==> src/rtl/neuron_net_pkg.sv <==
// neuron_net_pkg: shared class count and decoder state encoding
package neuron_net_pkg;
  localparam int N_CLASSES = 10;
  typedef enum logic [1:0] {IDLE, ACCUM, SCAN, DONE} state_t;
endpackage

==> src/rtl/spike_counter_bank.sv <==
// spike_counter_bank: per-class saturating spike counters with sticky saturation flag
module spike_counter_bank #(
  parameter int N_CLASSES = neuron_net_pkg::N_CLASSES,
  parameter int CNT_W = 8
) (
  input  logic                         clk,
  input  logic                         reset,
  input  logic                         clr,
  input  logic [N_CLASSES-1:0]         inc,
  output logic [N_CLASSES*CNT_W-1:0]   counts,
  output logic                         saturated
);
  logic [CNT_W-1:0] cnt [N_CLASSES];
  logic [N_CLASSES-1:0] hit;
  for (genvar g = 0; g < N_CLASSES; g++) begin : g_cnt
    assign hit[g] = inc[g] && (&cnt[g]);
    assign counts[g*CNT_W +: CNT_W] = cnt[g];
  end
  // count each requested spike, holding at all-ones and flagging attempts beyond it
  always_ff @(posedge clk) begin
    if (reset || clr) begin
      cnt <= '{default: '0};
      saturated <= 1'b0;
    end else begin
      for (int i = 0; i < N_CLASSES; i++)
        if (inc[i] && !hit[i]) cnt[i] <= cnt[i] + 1'b1;
      if (|hit) saturated <= 1'b1;
    end
  end
endmodule

==> src/rtl/spike_rate_classifier.sv <==
// spike_rate_classifier: windowed per-class spike counting with sequential argmax result
module spike_rate_classifier #(
  parameter int N_CLASSES = neuron_net_pkg::N_CLASSES,
  parameter int CNT_W = 8,
  parameter int WIN_W = 8,
  parameter int CLS_W = $clog2(N_CLASSES)
) (
  input  logic                 clk,
  input  logic                 reset,
  input  logic                 start,
  input  logic [WIN_W-1:0]     window_len,
  input  logic                 spikes_valid,
  input  logic [N_CLASSES-1:0] spikes,
  output logic                 busy,
  output logic                 result_valid,
  input  logic                 result_ready,
  output logic [CLS_W-1:0]     result_class,
  output logic [CNT_W-1:0]     result_count,
  output logic                 result_tie,
  output logic                 saturated
);
  import neuron_net_pkg::*;
  localparam logic [CLS_W-1:0] LAST = CLS_W'(N_CLASSES - 1);
  state_t state;
  logic [WIN_W-1:0] win_rem;
  logic [CLS_W-1:0] idx;
  logic [N_CLASSES*CNT_W-1:0] counts;
  logic [CNT_W-1:0] cur;
  logic clr;
  logic [N_CLASSES-1:0] inc;
  assign clr = state == IDLE && start;
  assign inc = (state == ACCUM && spikes_valid) ? spikes : '0;
  assign cur = counts[idx*CNT_W +: CNT_W];
  assign busy = state != IDLE;
  spike_counter_bank #(.N_CLASSES(N_CLASSES), .CNT_W(CNT_W)) u_bank (
    .clk(clk),
    .reset(reset),
    .clr(clr),
    .inc(inc),
    .counts(counts),
    .saturated(saturated)
  );
  // window control plus one-class-per-cycle argmax; the running best lives in the result registers
  always_ff @(posedge clk) begin
    if (reset) begin
      state <= IDLE;
      win_rem <= '0;
      idx <= '0;
      result_valid <= 1'b0;
      result_class <= '0;
      result_count <= '0;
      result_tie <= 1'b0;
    end else begin
      case (state)
        IDLE: if (start) begin
          win_rem <= window_len;
          idx <= '0;
          state <= (window_len == '0) ? SCAN : ACCUM;
        end
        ACCUM: if (spikes_valid) begin
          win_rem <= win_rem - 1'b1;
          if (win_rem == WIN_W'(1)) state <= SCAN;
        end
        SCAN: begin
          idx <= idx + 1'b1;
          if (idx == '0 || cur > result_count) begin
            result_count <= cur;
            result_class <= idx;
            result_tie <= 1'b0;
          end else if (cur == result_count) result_tie <= 1'b1;
          if (idx == LAST) begin
            state <= DONE;
            result_valid <= 1'b1;
          end
        end
        DONE: if (result_ready) begin
          state <= IDLE;
          result_valid <= 1'b0;
        end
        default: state <= IDLE;
      endcase
    end
  end
endmodule
==> config.mk <==
export PLATFORM = sky130hd
export DESIGN_NAME = spike_rate_classifier
export DESIGN_NICKNAME = d
export VERILOG_FILES = /design/src/rtl/neuron_net_pkg.sv /design/src/rtl/spike_counter_bank.sv /design/src/rtl/spike_rate_classifier.sv
export SDC_FILE = /design/constraint.sdc
export NUM_CORES = 1
export LEC_CHECK = 0
export CORE_MARGIN = 3
export CORE_UTILIZATION = 65
export CTS_CLUSTER_DIAMETER = 80
export DETAILED_ROUTE_END_ITERATION = 6
export HOLD_SLACK_MARGIN = 0.08
export MAX_ROUTING_LAYER = met4
export PLACE_DENSITY = 0.95
export SETUP_SLACK_MARGIN = 0.05
export SYNTH_ARGS = -nofsm -noshare
export SYNTH_HDL_FRONTEND = slang
export SYNTH_HIERARCHICAL = 1
export SYNTH_SLANG_ARGS = --single-unit
==> constraint.sdc <==
create_clock -name clk -period 10.4 [get_ports clk]
set_clock_uncertainty 0.1 [all_clocks]
set_input_delay 2.6 -clock clk [delete_from_list [all_inputs] [get_ports clk]]
set_output_delay 2.6 -clock clk [all_outputs]
set_load 0.02 [all_outputs]
Yosys cells after proc, flatten, opt, wreduce, memory -nomap -nowiden

Index checks and enable logic that the tools add are counted.

Input bits: 23
Register bits after elaboration: 109
Output and inout bits: 16
Logic and storage cells: 120

Reductions and logical operators: 59
Eq/ne operators: 11
Add/subtract/negate cells: 12
$lt $le $gt $ge: 1
Multiplexer cells: 18
Shifts and indexed selects: 1

Operators by type and width:

| cell                  | number |
|---|---|
| $add A8 B1 Y8 const B | 10 |
| $reduce_and A8 Y1     | 10 |
| $shiftx A80 B8 Y8     | 1 |
| $logic_and A1 B1 Y1   | 22 |
| $mux W8               | 2 |
| $pmux W8 S2           | 1 |
| $mux W2               | 6 |
| $logic_not A1 Y1      | 10 |
| $mux W10              | 1 |
| $reduce_bool A2 Y1    | 5 |
| $reduce_or A10 Y1     | 1 |
| $eq A8 B1 Y1 const B  | 1 |
| $eq A8 B8 Y1          | 1 |
| $gt A8 B8 Y1          | 1 |
| $logic_not A8 Y1      | 1 |
| $ne A2 B2 Y1 const B  | 4 |
| $pmux W2 S4           | 1 |
| $pmux W4 S2           | 1 |
| $sub A8 B1 Y8 const B | 1 |
| $reduce_and A2 Y1     | 3 |
| $reduce_and A3 Y1     | 2 |
| $reduce_and A5 Y1     | 1 |
| $add A4 B1 Y4 const B | 1 |
| $eq A2 B2 Y1 const B  | 2 |
| other kinds (9)       | 13 |

Longest topological paths before layout

Gate-level depths: netlist (run 1).

Depth after elaboration: 6
Depth in mapped cells: 12
Depth with buffers taken out: 9

Modules after synthesis

The synthesis (run 1) kept the hierarchy.

Modules (own cells, without submodules):

| module                | cells each | sequential area each (sq um) | instances | area each (sq um) |
|---|---|---|---|---|
| spike_counter_bank    | 425        | 1621.6                       | 1         | 3842.4 |
| spike_rate_classifier | 283        | 560.5                        | 1         | 2384.8 |

Least setup slack after synthesis (run 1)

Ideal clock, no wire load.

Path type: input-to-reg
Start point: input spikes_valid
End point: register u_bank.cnt, in the netlist u_bank/counts[23]
Cell stages on the path: 5
Data arrival time: 3791 ps
Setup slack: 6439 ps
Required time: 10230 ps
Setup time: 70 ps
Path buffers: 1
Cells stage by stage: clkbuf_1 and3_1 o21ai_4 or4_1 a21oi_1

Word-level cells in the longest chain between the ends: 5

Ends and longest elaborated chain:

| what                            | line                        | RTL |
|---|---|---|
| from (decl)                     | spike_rate_classifier.sv:12 | `input logic spikes_valid,` |
| $logic_and A1 B1 Y1 (*)         | spike_rate_classifier.sv:32 | `assign inc = (state == ACCUM && spikes_valid) ? spikes : '0;` |
| $mux W10 (*)                    | spike_rate_classifier.sv:32 |  |
| named net inc[2]                | spike_rate_classifier.sv:30 | `logic [N_CLASSES-1:0] inc;` |
| $logic_and A1 B1 Y1             | spike_counter_bank.sv:16    | `assign hit[g] = inc[g] && (&cnt[g]);` |
| $logic_not A1 Y1                | spike_counter_bank.sv:26    | `if (inc[i] && !hit[i]) cnt[i] <= cnt[i] + 1'b1;` |
| $logic_and A1 B1 Y1 (*)         | spike_counter_bank.sv:26    |  |
| to (signal, indexed assignment) | spike_counter_bank.sv:26    |  |
| to (decl)                       | spike_counter_bank.sv:13    | `logic [CNT_W-1:0] cnt [N_CLASSES];` |

The timed path passes the listed nets; every way through them passes the cells marked *.
A chain may end at the register's enable or synchronous reset.

Worst setup path after layout (run 1)

Start point: input reset
End point: register u_bank.cnt, in the netlist u_bank/counts[70]

Word-level cells in the longest chain between the ends: 1

Ends and longest elaborated chain:

| what               | line                       | RTL |
|---|---|---|
| from (decl)        | spike_rate_classifier.sv:9 | `input logic reset,` |
| $logic_or A1 B1 Y1 | spike_counter_bank.sv:21   | `if (reset \|\| clr) begin` |

No other way between the ends.

==> run summary, run 1 <==
leak pwr: 0.002426 µW
Post-CTS Setup Repair Bufs: 0
power consumption: 999.4 µW
Comb pwr share: 26.1%
number of global-route vias before repair: 5,485
overflow left after global routing: 0
area grow syn2layout: 10.65%
sequential area share after synthesis: 35.04%
share of the synthesized area in the top cell type: 35.04%
EDFF count, synth: 0
Port Buf Inserts: 38
cell area after synthesis: 6227 µm²
drt first pass iters: 6
Synthesized Nets: 759
Routed wire per std cell: 18.11 µm
pin count of the biggest net entering global routing: 78
worst min-delay path category: flip-flop to flip-flop
Die W: 103.9 µm
fin crit share: 47.09%
Worst EP required: 10.63 ns
Setup TNS: 0 ns
Peak VDD IR: 164.0 µV
Max clock buf depth: 2
die height: 103.9 µm
switching power: 325.0 µW
pre-CTS setup slack: 5.147 ns
# resized after CTS: 0
Post-CTS Hold Fix Bufs: 0
Worst-path clk slew: 0.09 ns
fraction of final layout cells with drive strength greater than 1: 5.578%
Top FF cell, synth: dfxtp_1
syn avg cell area: 8.796 µm²
Seq pwr share: 46.1%
Rows: 35
total core area: 9284 µm²
IO Pins: 39
first-pass GRT wire length: 26,480 µm
max_cap viols: 0
crit path max fanout: 77
data arrival time of the critical path: 5.12 ns
Slew Viols, Final: 0
First DRT Iteration DRCs: 623
Final Critical Period: 4.897 ns
actual slew at the worst max-slew pin: 0.9666 ns
post-DR vias/cell: 6.650
Setup crit end kind: flip-flop
CTS Root Buffer Type: clkbuf_8
worst-skew pair later-pin latency: 0.38 ns
antenna violation net count after detailed routing: 0
die area: 10,790 µm²
Final Hold Slack: 0.3675 ns
Post-Route WL: 15,650 µm
status: completed
largest area contributor in the netlist: dfxtp_1
Power Internal: 674.4 µW
kind of critical path: primary input to flip-flop
Fin. Hold Viols: 0
# H-tree levels: 3
CTS tree: done
Sw Ratio: 32.52%
Post-Syn Instances: 708
starting density of the core: 67.08%
Final WS setup: 5.503 ns
total CTS buffers: 9
gr usage total: 30.19%
initial antenna violation count: 0
DRC viols: 0
RSZ-0062 raised after global routing: false
nets@finish: 784
Clk pwr share: 27.7%
# diodes: 0
CP startpoint kind: primary input
Clock Sinks: 109
YS warnings: 6
number of synthesized register bits: 109
leading post-synthesis cells by cell area: dfxtp_1 35%, mux2i_1 6.3%, xor2_1 5.8%
Final setup viols: 0
DP Wirelength: 11,320 µm
GPL Wtd Cong: 0.9642
FMAX: 204.2 MHz
routed via count: 5,746
Unique masters post-synth: 63
FFs w/ async S/R, synth: 0%
Slew headroom: 35.36%
P per Cell Area: 145.0 nW/µm²
[sequential cells by signal (all words and copies together), names as in the netlist]
name,cells
result_tie,1
win_rem,8
state,2
result_class,4
result_count,8
idx,4
u_bank/counts,80
result_valid,1
u_bank/saturated,1
[power by group through the flow]
stage	clock, µW	combinational [µW]	sequential (µW)
after floorplan	0	184	468
after global placement	0	240	467
after detailed placement	0	254	469
after CTS	280	257	460
after global routing	296	290	464
final	277	261	461
[cells in the final DEF, fill, tap and decap left out, types with 3 or more instances in the layout]
master           instances
xor2_1                  41
a21oi_1                 36
and4_1                   6
o2111ai_1               17
nor2b_1                  3
nand4_2                  5
o211a_1                  3
dfxtp_1                109
nand3_2                  3
or3_1                   14
nand4_1                 14
nand2b_1                 4
inv_1                   27
a211oi_1                 7
clkdlybuf4s50_1         38
o31ai_1                 13
o211ai_1                17
mux2i_1                 39
and3_1                  19
nor2_1                  80
o21ai_0                 26
nand4b_1                 4
a31oi_1                  5
nand3b_1                 3
and2_1                   8
a22oi_1                  3
o21ai_1                  6
nor4_1                   3
nand2_1                 35
clkbuf_8                10
or4_1                    8
nor3_1                  10
mux4_2                   8
nand3_1                 27
ha_1                    28
xnor2_1                  4
buf_4                    4
o22ai_1                  9
a211o_1                  7
[cells by family (layout without fill, tap and decap cells)]
| logic type | count (synthesis) | after routing | share of synthesized area, % |
|---|---|---|---|
| simple gates | 258 | 258 | 22.28 |
| compound gates | 164 | 164 | 17.92 |
| flops | 109 | 109 | 35.04 |
| buf+inv | 56 | 83 | 3.456 |
| mux | 48 | 48 | 9.343 |
| xor+xnor | 45 | 45 | 6.329 |
| fa+ha+maj | 28 | 28 | 5.626 |
[critical path, stage by stage]
cell	delay (ns)
clkdlybuf4s50_1	0.90
or2_2	0.53
buf_4	0.37
or4_1	0.60
nand2_1	0.07
[synthesized netlist by cell type, types with 3 or more instances]
library cell,instances
clkbuf_1,18
nor2b_1,3
o2111ai_1,17
nand3b_1,3
nand2_1,35
a21oi_1,36
nand3_2,3
o22ai_1,9
and3_1,19
or4_1,8
inv_1,27
and2_1,8
and4_1,6
mux2i_1,39
a31oi_1,5
nand4_2,5
nand4b_1,4
mux4_2,8
nor3_1,10
a211o_1,7
dfxtp_1,109
nand2b_1,4
or3_1,14
xnor2_1,4
o31ai_1,13
buf_1,6
nand3_1,27
buf_2,4
nor2_1,80
o21ai_1,6
o211ai_1,17
nor4_1,3
a22oi_1,3
o211a_1,3
xor2_1,41
ha_1,28
a211oi_1,7
o21ai_0,26
nand4_1,14
[stage by stage]
| stage | cells | util (%) | cell area [µm²] |
|---|---|---|---|
| final | 864 | 74.22 | 6890 |
| after global routing | 864 | 74.22 | 6890 |
| after CTS | 864 | 74.22 | 6890 |
| after detailed placement | 851 | 72.05 | 6689 |
| after global placement | 851 | 72.05 | 6689 |
| after floorplan | 708 | - | 6227 |
[worst paths after layout]
path / start / to / slack (ns) / depth (start not counted)
max reg2reg: idx[0]$_SDFFE_PP0P_ / result_class[0]$_SDFFE_PP0P_ / 6.49 / 9
min reg2reg: result_class[2]$_SDFFE_PP0P_ / result_class[2]$_SDFFE_PP0P_ / 0.37 / 2
max: reset / u_bank/counts[70]$_SDFFE_PP0P_ / 5.50 / 5
min: result_class[2]$_SDFFE_PP0P_ / result_class[2]$_SDFFE_PP0P_ / 0.37 / 2
[metal layers]
layer	track usage [%]	share of wire, %	vias up
li1	-	-	2685
met2	50.88	49	260
met4	8.262	2.0	0
met3	6.207	6.9	40
met1	36.97	42	2761
met5	-	0	-
[area by class of cell]
class | instances | area (µm²)
Clock buffer | 11 | 141.4
Clock inverter | 2 | 60.06
Timing Repair Buffer | 42 | 410.4
Multi-Input combinational cell | 543 | 3830
Inverter | 28 | 105.1
Sequential cell | 109 | 2182
Tap cell | 129 | 161.4
Fill cell | 674 | 2394
(Power assumes the default switching activity.)
==> run 2, diff against run 1 <==
--- a/config.mk
+++ b/config.mk
@@ -6,12 +6,12 @@
 export NUM_CORES = 1
 export LEC_CHECK = 0
 export CORE_MARGIN = 3
-export CORE_UTILIZATION = 65
+export CORE_UTILIZATION = 60
 export CTS_CLUSTER_DIAMETER = 80
 export DETAILED_ROUTE_END_ITERATION = 6
 export HOLD_SLACK_MARGIN = 0.08
 export MAX_ROUTING_LAYER = met4
-export PLACE_DENSITY = 0.95
+export PLACE_DENSITY = 0.9
 export SETUP_SLACK_MARGIN = 0.05
 export SYNTH_ARGS = -nofsm -noshare
 export SYNTH_HDL_FRONTEND = slang
==> constraint.sdc (replaced) <==
create_clock -name clk -period 4.76 [get_ports clk]
set_clock_uncertainty 0.1 [all_clocks]
set_input_delay 1.19 -clock clk [delete_from_list [all_inputs] [get_ports clk]]
set_output_delay 1.19 -clock clk [all_outputs]
set_load 0.02 [all_outputs]
==> run summary, run 2 (same netlist as run 1, synthesis figures left out) <==
pin count of the biggest net entering global routing: 55 (-29%)
area grow syn2layout: 10.17%
Worst EP required: 4.96 ns (-5.67 ns)
RR Startpoint: idx[0]$_SDFFE_PP0P_
Slew Viols, Final: 0 (unchanged)
crit path max fanout: 15 (-81%)
routed via count: 5,518 (-4.0%)
drt first pass iters: 5 (-1)
pre-CTS setup slack: 0.9675 ns (-4.180 ns)
most common cell after layout, fill and taps aside: dfxtp_1
Final WS setup: 0.9502 ns (-4.552 ns)
max_cap viols: 0 (unchanged)
Fin. Hold Viols: 0 (unchanged)
die height: 107.9 µm (+3.8%)
RR Endpoint: result_class[0]$_SDFFE_PP0P_
number of flip-flops in the largest register: 80 (unchanged)
number of global-route vias before repair: 5,238 (-4.5%)
FMAX: 262.5 MHz
Max clock buf depth: 2 (unchanged)
CP startpoint kind: flip-flop
Setup TNS: 0 ns (unchanged)
worst min-delay path category: flip-flop to flip-flop
overflow left after global routing: 0 (unchanged)
Final Util: 69.23% (-5.0 points)
fin crit share: 80.04%
gr usage total: 27.55% (-2.6 points)
Die W: 107.9 µm (+3.8%)
data arrival time of the critical path: 4.01 ns (-1.11 ns)
antenna violation net count after detailed routing: 0 (unchanged)
leak pwr: 0.002412 µW (-0.59%)
initial antenna violation count: 0 (unchanged)
total core area: 9910 µm² (+6.7%)
Routed wire per std cell: 17.65 µm (-2.6%)
Critical Path Source: idx[0]$_SDFFE_PP0P_
Setup crit end kind: flip-flop
DP Wirelength: 11,220 µm (-0.88%)
Post-CTS Hold Fix Bufs: 0 (unchanged)
R2R Setup Slk: 0.95 ns (-5.54 ns)
Rows: 36 (+2.9%)
Sequential Area: 2182 µm² (unchanged)
Final Critical Period: 3.810 ns
DRC viols: 0 (unchanged)
P per Cell Area: 300.2 nW/µm² (+110%)
die area: 11,640 µm² (+7.8%)
# H-tree levels: 3 (unchanged)
area of the multi-input gates: 3830 µm² (unchanged)
post-DR vias/cell: 6.335 (-4.7%)
Layout Cells excl Fill: 871 (+0.81%)
Worst Reg-to-Reg Cells: 10 (+1)
IO Pins: 39 (unchanged)
starting density of the core: 62.84% (-4.2 points)
Worst-path clk slew: 0.10 ns (about the same)
Peak VDD IR: 356.9 µV (+120%)
GPL Wtd Cong: 0.9049 (-6.2%)
Final setup viols: 0 (unchanged)
Post-CTS Setup Repair Bufs: 0 (unchanged)
kind of critical path: flip-flop to flip-flop
CTS tree: done
Port Buf Inserts: 38 (unchanged)
CTS Root Buffer Type: clkbuf_8
status: completed
nets@finish: 785 (+0.13%)
# diodes: 0 (unchanged)
first-pass GRT wire length: 25,110 µm (-5.2%)
most frequent cells in the layout: 109 x dfxtp_1, 80 x nor2_1, 41 x xor2_1
filler instances: 763 (+13%)
fraction of final layout cells with drive strength greater than 1: 5.691% (+0.11 points)
total CTS buffers: 9 (unchanged)
power consumption: 2059 µW (+110%)
RSZ-0062 raised after global routing: false
Post-Route WL: 15,370 µm (-1.8%)
dpl cells: 856 (+0.59%)
Clock Sinks: 109 (unchanged)
CP Capture Point: result_class[0]$_SDFFE_PP0P_
# resized after CTS: 0 (unchanged)
Slew headroom: 24.62% (-11 points)
worst-skew pair later-pin latency: 0.38 ns (about the same)
First DRT Iteration DRCs: 456 (-27%)
actual slew at the worst max-slew pin: 1.131 ns (+0.1642 ns)
==> run 2: changes by cell type in the layout (fill, tap and decap cells not counted), sizes merged <==
cell / delta
bufinv: -2
clkbuf: +2
buf: +1
clkinv: +2
==> run 2: power breakdown <==
part           leakage (µW)  total [µW]  internal, µW  switching [µW]
registers          0.000880        1010           958            56.3
clock network     0.0000833         498           201             296
logic               0.00145         547           211             335
total               0.00241        2060          1370             688
==> run 2: area by class of cell <==
class / instances / area share (%)
Sequential cell: 109 / 31.81
Clock buffer: 13 / 2.170
Multi-Input combinational cell: 543 / 55.83
Clock inverter: 2 / 0.1459
Inverter: 28 / 1.532
Timing Repair Buffer: 43 / 6.092
Tap cell: 133 / 2.426
==> run 2: worst min-delay path by stage <==
stage	start	to	slack, ns	depth (start not counted)
after floorplan	u_bank/counts[52]$_SDFFE_PP0P_	u_bank/counts[52]$_SDFFE_PP0P_	0.36	1
after global placement	result_class[2]$_SDFFE_PP0P_	result_class[2]$_SDFFE_PP0P_	0.34	2
after detailed placement	idx[1]$_SDFFE_PP0P_	result_class[1]$_SDFFE_PP0P_	0.36	2
after CTS	idx[1]$_SDFFE_PP0P_	result_class[1]$_SDFFE_PP0P_	0.37	2
after global routing	result_class[2]$_SDFFE_PP0P_	result_class[2]$_SDFFE_PP0P_	0.41	2
final	result_class[2]$_SDFFE_PP0P_	result_class[2]$_SDFFE_PP0P_	0.37	2
==> run 2: critical path, stage by stage (launching register included) <==
cell	delay, ns
dfxtp_1	0.78
buf_4	0.32
or3b_1	0.26
nor2_1	0.08
a211oi_1	0.36
ha_1	0.31
nand4_1	0.10
nor2_1	0.06
a21boi_1	0.52
o21a_1	0.55
mux2i_1	0.28
==> run 2: metal layers <==
metal,part of all wire [%],global-route usage (%),wire (µm),up-vias
li1,-,-,-,2687
met1,43,34.50,6578,2641
met2,50,45.69,7654,168
met3,5.8,4.859,897,22
met4,1.5,8.206,238,0
met5,0,-,0,-
==> run 2: per-stage QoR <==
| step | instance area (µm²) | hold slack [ns] |
|---|---|---|
| after floorplan | 6227 | 0.3606 |
| after global placement | 6701 | 0.3435 |
| after detailed placement | 6701 | 0.3588 |
| after CTS | 6860 | 0.3725 |
| after global routing | 6860 | 0.4089 |
| final | 6860 | 0.3718 |
==> run 3, diff against run 2 <==
--- a/config.mk
+++ b/config.mk
@@ -6,12 +6,12 @@
 export NUM_CORES = 1
 export LEC_CHECK = 0
 export CORE_MARGIN = 3
-export CORE_UTILIZATION = 60
+export CORE_UTILIZATION = 54
 export CTS_CLUSTER_DIAMETER = 80
 export DETAILED_ROUTE_END_ITERATION = 6
 export HOLD_SLACK_MARGIN = 0.08
 export MAX_ROUTING_LAYER = met4
-export PLACE_DENSITY = 0.9
+export PLACE_DENSITY = 0.86
 export SETUP_SLACK_MARGIN = 0.05
 export SYNTH_ARGS = -nofsm -noshare
 export SYNTH_HDL_FRONTEND = slang
==> constraint.sdc (replaced) <==
create_clock -name clk -period 3.4 [get_ports clk]
set_clock_uncertainty 0.1 [all_clocks]
set_input_delay 0.85 -clock clk [delete_from_list [all_inputs] [get_ports clk]]
set_output_delay 0.85 -clock clk [all_outputs]
set_load 0.02 [all_outputs]
==> run summary, run 3 (same netlist as run 1, synthesis figures left out) <==
drt first pass iters: 5 (unchanged)
kind of critical path: flip-flop to flip-flop
Worst-path clk slew: 0.07 ns (-0.03 ns)
CTS tree: done
post-DR vias/cell: 6.378 (+0.67%)
Setup TNS: 0 ns (unchanged)
worst min-delay path category: flip-flop to flip-flop
status: completed
first-pass GRT wire length: 26,190 µm (+4.3%)
antenna violation net count after detailed routing: 0 (unchanged)
starting density of the core: 56.45% (-6.4 points)
most frequent cells in the layout: 109 x dfxtp_1, 80 x nor2_1, 41 x xor2_1
Final Critical Period: 3.062 ns (-0.7479 ns)
RSZ-0062 raised after global routing: false
Die W: 113.4 µm (+5.1%)
total core area: 11,030 µm² (+11%)
Worst EP required: 3.58 ns (-1.38 ns)
pin count of the biggest net entering global routing: 59 (+7.3%)
# H-tree levels: 3 (unchanged)
P per Cell Area: 456.6 nW/µm² (+52%)
most common cell after layout, fill and taps aside: dfxtp_1
Placed Area: 6783 µm² (+1.2%)
Peak VDD IR: 384.9 µV (+7.8%)
routed via count: 5,657 (+2.5%)
leak pwr: 0.002517 µW (+4.3%)
# diodes: 0 (unchanged)
Fin. Hold Viols: 0 (unchanged)
area grow syn2layout: 13.38%
Sw Ratio: 31.76% (-1.6 points)
overflow left after global routing: 0 (unchanged)
GRT Max-Usage Layer: met2
Setup crit end kind: flip-flop
max_cap viols: 0 (unchanged)
Post-CTS Hold Fix Bufs: 0 (unchanged)
Hold Path Depth: 2 (unchanged)
die height: 113.4 µm (+5.1%)
Slew headroom: 56.16% (+32 points)
number of flip-flops in the largest register: 80 (unchanged)
nets@finish: 793 (+1.0%)
DRC viols: 0 (unchanged)
FMAX: 326.6 MHz (+24%)
final instance area: 7061 µm² (+2.9%)
GPL Wtd Cong: 0.9425 (+4.2%)
worst-skew pair later-pin latency: 0.36 ns (-0.02 ns)
number of global-route vias before repair: 5,412 (+3.3%)
gr usage total: 25.82% (-1.7 points)
Seq pwr share: 43.7% (-5.6 points)
data arrival time of the critical path: 3.25 ns (-0.76 ns)
Power Internal: 2200 µW (+60%)
Worst Reg-to-Reg Cells: 10 (unchanged)
CTS Root Buffer Type: clkbuf_16
Rows: 38 (+5.6%)
switching power: 1024 µW (+49%)
Final setup viols: 0 (unchanged)
GR Layer Usage met1: 31.38% (-3.1 points)
IO Pins: 39 (unchanged)
Clk pwr share: 30.8% (+6.6 points)
Comb pwr share: 25.5% (-1.1 points)
Port Buf Inserts: 38 (unchanged)
Slew Viols, Final: 0 (unchanged)
fin crit share: 90.05% (+10 points)
# resized after CTS: 0 (unchanged)
DP Wirelength: 11,760 µm (+4.8%)
filler instances: 876 (+15%)
actual slew at the worst max-slew pin: 0.6576 ns (-0.4732 ns)
Final Hold Slack: 0.3665 ns (-0.005216 ns)
die area: 12,860 µm² (+10%)
initial antenna violation count: 0 (unchanged)
Post-Route WL: 15,770 µm (+2.6%)
crit path max fanout: 13 (-2)
grt met2 use: 40.40% (-5.3 points)
total CTS buffers: 9 (unchanged)
Post-CTS Setup Repair Bufs: 0 (unchanged)
fraction of final layout cells with drive strength greater than 1: 7.229% (+1.5 points)
Max clock buf depth: 2 (unchanged)
met3 Usage GRT: 5.942% (+1.1 points)
Clock Sinks: 109 (unchanged)
First DRT Iteration DRCs: 651 (+43%)
Routed wire per std cell: 17.78 µm (+0.74%)
CP startpoint kind: flip-flop
run 3: critical path, stage by stage (launching register included):
cell and delay [ns]:
dfxtp_1 0.33, buf_4 0.22, mux4_2 0.54, a211o_1 0.33, ha_1 0.32, nand4_1 0.14, nor2_1 0.08, a21boi_1 0.21
o21a_1 0.29, buf_4 0.21, mux2i_1 0.20
run 3: power by group through the flow:
stage | logic [µW] | registers [µW] | clock network [µW]
floorplan | 565 | 1430 | 0
global placement | 783 | 1430 | 0
detailed placement | 812 | 1430 | 0
CTS | 815 | 1410 | 1010
global route | 908 | 1420 | 1060
finish | 824 | 1410 | 992
run 3: area by class of cell:
cell class	instances	area, µm²	area share [%]
Clock buffer	11	252.7	3.580
Sequential cell	109	2182	30.91
Inverter	28	105.1	1.489
Multi-Input combinational cell	543	3830	54.24
Timing Repair Buffer	51	490.5	6.947
Clock inverter	5	25.02	0.3544
Tap cell	140	175.2	2.481
run 3: layer usage:
| metal | routed length [µm] | part of all wire (%) |
|---|---|---|
| met1 | 6754 | 43 |
| met2 | 7435 | 47 |
| met3 | 965 | 6.1 |
| met4 | 614 | 3.9 |
| met5 | 0 | 0 |
run 3: final timing paths:
path                           startpoint                           end  slack [ns]
max                   idx[0]$_SDFFE_PP0P_  result_class[3]$_SDFFE_PP0P_        0.34
min          result_class[2]$_SDFFE_PP0P_  result_class[2]$_SDFFE_PP0P_        0.37
max reg2reg           idx[0]$_SDFFE_PP0P_  result_class[3]$_SDFFE_PP0P_        0.34
min reg2reg  result_class[2]$_SDFFE_PP0P_  result_class[2]$_SDFFE_PP0P_        0.37
run 3: metrics by stage:
step / util [%] / std cells / power (µW) / setup WS (ns)
2_1_floorplan: - / 708 / 1995 / 0.1255
3_3_place_gp: 61.49 / 871 / 2213 / 0.4833
3_5_place_dp: 61.49 / 871 / 2247 / 0.3493
4_1_cts: 64.01 / 887 / 3236 / 0.3560
5_1_grt: 64.01 / 887 / 3383 / 0.1589
6_report: 64.01 / 887 / 3224 / 0.3381
